`src/rtl/cache_arbiter_pkg.sv`:
```
// Shared types for the I/D cache to physical-memory arbiter.
// The line width lives here so the caches, the adaptor and the arbiter all agree.
package cache_arbiter_pkg;

  localparam int CACHELINE_W = 256;

  localparam logic [1:0] ST_IDLE    = 2'd0;
  localparam logic [1:0] ST_GRANT_I = 2'd1;
  localparam logic [1:0] ST_GRANT_D = 2'd2;

  typedef enum logic [1:0] {
    IDLE    = ST_IDLE,
    GRANT_I = ST_GRANT_I,
    GRANT_D = ST_GRANT_D
  } arbiter_state_t;

  typedef enum logic {
    SIDE_I = 1'b0,
    SIDE_D = 1'b1
  } arb_side_t;

endpackage

```
`src/rtl/cache_arbiter.sv`:
```
// Round-robin arbiter that shares one line-wide memory port between the
// I-cache and the D-cache, with a one-cycle grant latency and an IDLE bubble.
module cache_arbiter
  import cache_arbiter_pkg::*;
#(
  parameter int LINE_W = CACHELINE_W
) (
  input  logic              clk,
  input  logic              rst,
  input  logic              i_pmem_read,
  input  logic [31:0]       i_pmem_address,
  output logic [LINE_W-1:0] i_pmem_rdata,
  output logic              i_pmem_resp,
  input  logic              d_pmem_read,
  input  logic              d_pmem_write,
  input  logic [31:0]       d_pmem_address,
  input  logic [LINE_W-1:0] d_pmem_wdata,
  output logic [LINE_W-1:0] d_pmem_rdata,
  output logic              d_pmem_resp,
  output logic              mem_read,
  output logic              mem_write,
  output logic [31:0]       mem_address,
  output logic [LINE_W-1:0] mem_wdata,
  input  logic [LINE_W-1:0] mem_rdata,
  input  logic              mem_resp,
  output logic [1:0]        state_dbg
);

  // Handshake: a requester holds read/write (and address/data) level-high until
  // it sees a one-cycle *_resp pulse; the arbiter holds its grant until mem_resp.
  arbiter_state_t state, next_state;
  arb_side_t      last_grant, next_last_grant;
  logic           i_req, d_req;

  assign i_req = i_pmem_read;
  assign d_req = d_pmem_read | d_pmem_write;

  always_ff @(posedge clk) begin
    if (rst) begin
      state      <= IDLE;
      last_grant <= SIDE_I;
    end else begin
      state      <= next_state;
      last_grant <= next_last_grant;
    end
  end

  always_comb begin
    next_state      = state;
    next_last_grant = last_grant;
    mem_read        = 1'b0;
    mem_write       = 1'b0;
    mem_address     = 32'd0;
    mem_wdata       = '0;
    i_pmem_resp     = 1'b0;
    d_pmem_resp     = 1'b0;
    case (state)
      IDLE: begin
        // On contention the side that did not win last time goes first.
        if (i_req && d_req) begin
          if (last_grant == SIDE_I) begin
            next_state      = GRANT_D;
            next_last_grant = SIDE_D;
          end else begin
            next_state      = GRANT_I;
            next_last_grant = SIDE_I;
          end
        end else if (i_req) begin
          next_state      = GRANT_I;
          next_last_grant = SIDE_I;
        end else if (d_req) begin
          next_state      = GRANT_D;
          next_last_grant = SIDE_D;
        end
      end
      GRANT_I: begin
        mem_read    = 1'b1;
        mem_address = i_pmem_address;
        i_pmem_resp = mem_resp;
        if (mem_resp) next_state = IDLE;
      end
      GRANT_D: begin
        mem_read    = d_pmem_read & ~d_pmem_write;
        mem_write   = d_pmem_write;
        mem_address = d_pmem_address;
        mem_wdata   = d_pmem_wdata;
        d_pmem_resp = mem_resp;
        if (mem_resp) next_state = IDLE;
      end
      default: next_state = IDLE;
    endcase
  end

  assign i_pmem_rdata = mem_rdata;
  assign d_pmem_rdata = mem_rdata;
  assign state_dbg    = state;

endmodule

```
`config.mk`:
```
export PLATFORM = sky130hd
export DESIGN_NAME = cache_arbiter
export DESIGN_NICKNAME = d
export VERILOG_FILES = /design/src/rtl/cache_arbiter_pkg.sv /design/src/rtl/cache_arbiter.sv
export SDC_FILE = /design/constraint.sdc
export NUM_CORES = 1
export LEC_CHECK = 0
export ABC_CLOCK_PERIOD_IN_PS = 1520
export CORE_AREA = 2 2 548 550
export DETAILED_ROUTE_END_ITERATION = 7
export DIE_AREA = 0 0 550 552
export PLACE_DENSITY = 0.3
export SKIP_LAST_GASP = 1
export SLEW_MARGIN = 5
export SYNTH_ARGS = -nofsm -noshare
export SYNTH_HDL_FRONTEND = slang
export SYNTH_SLANG_ARGS = --single-unit
export TNS_END_PERCENT = 5
```
`constraint.sdc`:
```
create_clock -name clk -period 1.52 [get_ports clk]
set_clock_uncertainty 0.05 [all_clocks]
set_input_delay 0.304 -clock clk [delete_from_list [all_inputs] [get_ports clk]]
set_output_delay 0.304 -clock clk [all_outputs]
set_load 0.01 [all_outputs]
```
### Yosys cells after proc, flatten, opt, wreduce, memory -nomap -nowiden

Cells that the tools add are included.

| operators by class | value |
|---|---|
| $add $sub $neg | 0 |
| multiply operators | 0 |
| divide/modulo/power cells | 0 |
| $lt $le $gt $ge | 0 |
| equal/unequal tests | 4 |
| shift-type cells | 0 |
| muxes and demuxes | 16 |
| bitwise logic cells | 3 |
| reductions and logical operators | 6 |

Operator list:

| cell | number |
|---|---|
| 256-bit 2-to-1 mux | 1 |
| 32-bit one-hot mux with 2 select lines | 1 |
| 2-bit 2-to-1 mux | 5 |
| 1-bit 2-to-1 mux | 7 |
| 4-bit != test, second input constant | 1 |
| 2-bit one-hot mux with 2 select lines | 1 |
| 2-bit AND reduction | 2 |
| 3-bit nonzero test | 1 |
| 2-bit by 1-bit == test with 1-bit output, second input constant | 1 |
| 2-bit == test, second input constant | 1 |
| 2-bit logical NOT | 1 |
| 2-bit by 1-bit != test with 1-bit output, second input constant | 1 |
| 1-bit one-hot mux with 2 select lines | 1 |
| 2-bit OR reduction | 1 |
| 1-bit bitwise AND | 1 |
| 1-bit logical AND | 1 |
| 1-bit NOT | 1 |
| 1-bit OR | 1 |

| storage, ports and cells | value |
|---|---|
| register bits | 3 |
| bits in latches | 0 |
| memory bits (writable) | 0 |
| ROM bits | 0 |
| bits of input ports | 582 |
| output and inout bits | 806 |
| word-level logic and storage cells | 31 |
| memories kept | 0 |

### Depth between registers and ports, before layout

| logic depth | value |
|---|---|
| depth after elaboration | 5 |
| gate-level depth with buffers | 6 |
| mapped depth without buffers | 5 |

### Least setup slack after synthesis

No wires, ideal clock.

| timing | value |
|---|---|
| path kind | reg2out |
| start point | register state[0], in the netlist state_dbg[0] |
| end point | output mem_address[10] |
| arrival | 1293 ps |
| required time | 1166 ps |
| path slack | -127 ps |
| cell stages (with the launch flop) | 5 |
| buffers on the path | 1 |
| cells stage by stage | dfxtp_1 -> inv_1 -> ha_1 -> clkbuf_1 -> nor2b_1 |

| between the ends | value |
|---|---|
| word-level cells in the longest chain between the ends | 2 |
| elaborated cells on any way between the ends | 3 |
| classes of those cells | eq/ne (2); mux (1) |

Ends and longest elaborated chain:

| element | RTL line | source |
|---|---|---|
| from (decl) | cache_arbiter.sv:31 | `arbiter_state_t state, next_state;` |
| from (signal assigned) | cache_arbiter.sv:43 | `state <= next_state;` |
| 2-bit == test or 2-bit by 1-bit == test with 1-bit output (tied branches) | cache_arbiter.sv:57 | `case (state)` |
| 32-bit one-hot mux with 2 select lines (*) | cache_arbiter.sv:57 |  |
| to (decl) | cache_arbiter.sv:22 | `output logic [31:0] mem_address,` |

Every way passes the cells marked *; elsewhere a longest branch is shown, timed or not.

### Worst setup path after layout

| timing | value |
|---|---|
| start point | register state[1], in the netlist state_dbg[1] |
| end point | output mem_wdata[130] |

| between the ends | value |
|---|---|
| word-level cells in the longest chain between the ends | 2 |

Ends and longest elaborated chain:

| element | RTL line | source |
|---|---|---|
| 2-bit == test | cache_arbiter.sv:57 |  |
| 256-bit 2-to-1 mux | cache_arbiter.sv:57 |  |
| to (decl) | cache_arbiter.sv:23 | `output logic [LINE_W-1:0] mem_wdata,` |

No other way between the ends.

==> flow_summary.json <==
{
  "synth_compound_area_share_pct": 4.62,
  "power_density_nw_per_um2": 502,
  "cp-start-kind": "flop",
  "synth_xor_area_share_pct": 0,
  "crit_fanout": 9,
  "remaining_drc_errors": 0,
  "drt_iter0_drc": 279,
  "cts_tree": "done",
  "row_count": 201,
  "layout_commonest_cell": "clkdlybuf4s50_1",
  "final_cell_mix": "clkdlybuf4s50_1 (325), buf_12 (213), and2_1 (138), and2_4 (118), dlygate4sd2_1 (38)",
  "fin_area_um2": 16800,
  "n_fill_cell": 35300,
  "hold_class": "reg -> reg",
  "start_util_pct": 2.12,
  "via_per_inst": 1.46,
  "pin_count": 1388,
  "drive_gt1_share_pct": 45.6,
  "cp.required_ns": 1.17,
  "cts_max_level": 1,
  "min_period_over_period_pct": 139,
  "synthAdderAreaFrac_pct": 0.790,
  "routedWlPerCell_um": 40.4,
  "hpwl_um": 195000,
  "hold_viol_final": 0,
  "antenna_found_initial": 165,
  "leakagePower_nw": 5.13,
  "timing.final.ws_setup_ns": -0.596,
  "grt_pass1_wl_um": 221000,
  "firstDrtPassIters": 4,
  "core_area_um2": 298000,
  "crit_buf_inv": 5,
  "ys_seq_area_share_pct": 0.948,
  "worst_pin_slew_ns": 0.419,
  "slowest_delay_ns": 0.34,
  "grt_start_max_net_pins": 33,
  "syn_nets": 1485,
  "cts_buffers": 3,
  "avgSynthCellArea_um2": 7.04,
  "area_delta_synth_final_pct": 165,
  "r2r_setup_slack_ns": -0.18,
  "final_util_pct": 5.63,
  "fmax_mhz": 472,
  "clockBufferDepth": 2,
  "postSynthCellCount": 899,
  "ir_drop_mv": 0.208,
  "grt_overflow_total": 0,
  "placedInstanceArea_um2": 15800,
  "clk_pin_slew_ns": 0.03,
  "cpMostUsedCell": "buf_12",
  "grt_pass1_vias": 7244,
  "root_buffer": "clkbuf_16",
  "io_buffers": 619,
  "ys_ff_latch": 3,
  "insertion_delay_ns": 0.23,
  "path_cells": "buf_6, ha_4, buf_12, buf_12, buf_16, and2_1, dlygate4sd2_1",
  "rsz0062_at_grt": "true",
  "cts-hold-fix-buffers": 0,
  "min_period_ns": 2.12,
  "grt_use_total_pct": 12.8,
  "crit_type": "reg -> out",
  "finalWeightedCongestion": 0.880,
  "drtAntennaViolNets": 0,
  "synth_top_family_by_area": "buffers and inverters",
  "vias": 7310,
  "die_h_um": 552,
  "slew_headroom_pct": 72.0,
  "cts.sinks": 3,
  "cpMaxStageDelayCell": "dfxtp_4",
  "drt-total-wl_um": 202000,
  "setup_violations": 294,
  "synth_area_um2": 6330,
  "final.setup.tns_ns": -151.91,
  "synth-simple-area-share_pct": 29.6,
  "drv_slew": 0,
  "worstPathArrival_ns": 1.76,
  "path_delay_family": "buffers and inverters",
  "die_w_um": 550,
  "nets": 1619,
  "ys_types": 21,
  "dieArea_um2": 304000,
  "violations": "setup timing",
  "status": "complete, but fails checks",
  "max_cap_viol_count": 0,
  "cp-end-kind": "primary output",
  "muxShareOfSynthArea_pct": 0,
  "ys_warn_count": 0
}
-- stage by stage --
stage / worst slack, ns / power [mW] / std cells / hold slack (ns)
after floorplan: -0.0339 / 3.00 / 899 / 0.316
after global placement: -0.803 / 7.30 / 4960 / 0.437
after detailed placement: -0.822 / 7.30 / 4960 / 0.461
final: -0.596 / 8.44 / 5011 / 0.465
after global routing: -0.631 / 8.91 / 4993 / 0.498
after CTS: -0.611 / 8.57 / 4987 / 0.467
-- synthesized netlist by cell type --
master / number / share of area, %
a21oi_1: 2 / 0.16
a22oi_1: 32 / 3.8
a311oi_1: 1 / 0.14
and2_1: 259 / 26
buf_2: 10 / 0.79
buf_4: 512 / 61
buf_6: 3 / 0.53
clkbuf_1: 5 / 0.30
clkbuf_2: 20 / 1.6
dfxtp_1: 3 / 0.95
ha_1: 4 / 0.79
inv_1: 2 / 0.12
nand2_1: 2 / 0.12
nand2b_1: 1 / 0.099
nand4b_1: 1 / 0.14
nor2_1: 3 / 0.18
nor2b_1: 33 / 3.3
nor4b_2: 1 / 0.24
o2111ai_1: 1 / 0.14
o21a_1: 2 / 0.24
o21ai_0: 2 / 0.16
-- routing by layer --
metal	vias up	share of wire, %	GRT usage (%)
met5	-	0.14	0
met4	40	4.1	3.77
met3	530	30	17.5
met2	1329	43	20.1
met1	2880	22	8.53
li1	2531	-	-
-- registers in the layout (all words and copies together) (netlist names) --
| signal | count |
|---|---|
| last_grant | 1 |
| state_dbg | 2 |
-- cell families after synthesis --
kind of cell	after synthesis
and+or+nand+nor	300
buffers and inverters	552
AOI/OAI and AO/OA	40
DFF	3
adders and majority gates	4
-- where the power goes --
group          total, mW  switching (mW)  leakage [nW]  internal, mW
logic               7.90            3.49          5.06          4.41
clock network      0.425          0.0784        0.0383         0.347
registers          0.106          0.0126        0.0259        0.0933
total               8.44            3.58          5.13          4.85
-- cell type report --
type                       instances  area (um^2)  share of cell area (%)
antenna                           21         52.6                   0.313
multi-input combinational        344         2650                    15.7
inverter                           2         7.51                  0.0447
sequential                         3         65.1                   0.387
tap                             3958         4950                    29.5
clock buffer                       4         78.8                   0.469
timing repair buffer             679         9000                    53.6
-- timing repair --
| item | in CTS | in global routing |
|---|---|---|
| setup buffers | 16 | 0 |
| resized for setup | 294 | 78 |
| pin swaps | 3 | 1 |
| setup endpoints to repair | 294 | 294 |
| cloned | 8 | 3 |
-- worst paths after layout --
kind	startpoint	to	depth (start not counted)
hold reg to reg	last_grant	last_grant	1
hold / removal	last_grant	last_grant	1
setup reg to reg	state_dbg[1]	state_dbg[1]	8
setup / recovery	state_dbg[1]	mem_wdata[130]	7
No activity file was read; power rests on OpenSTA's default activity.
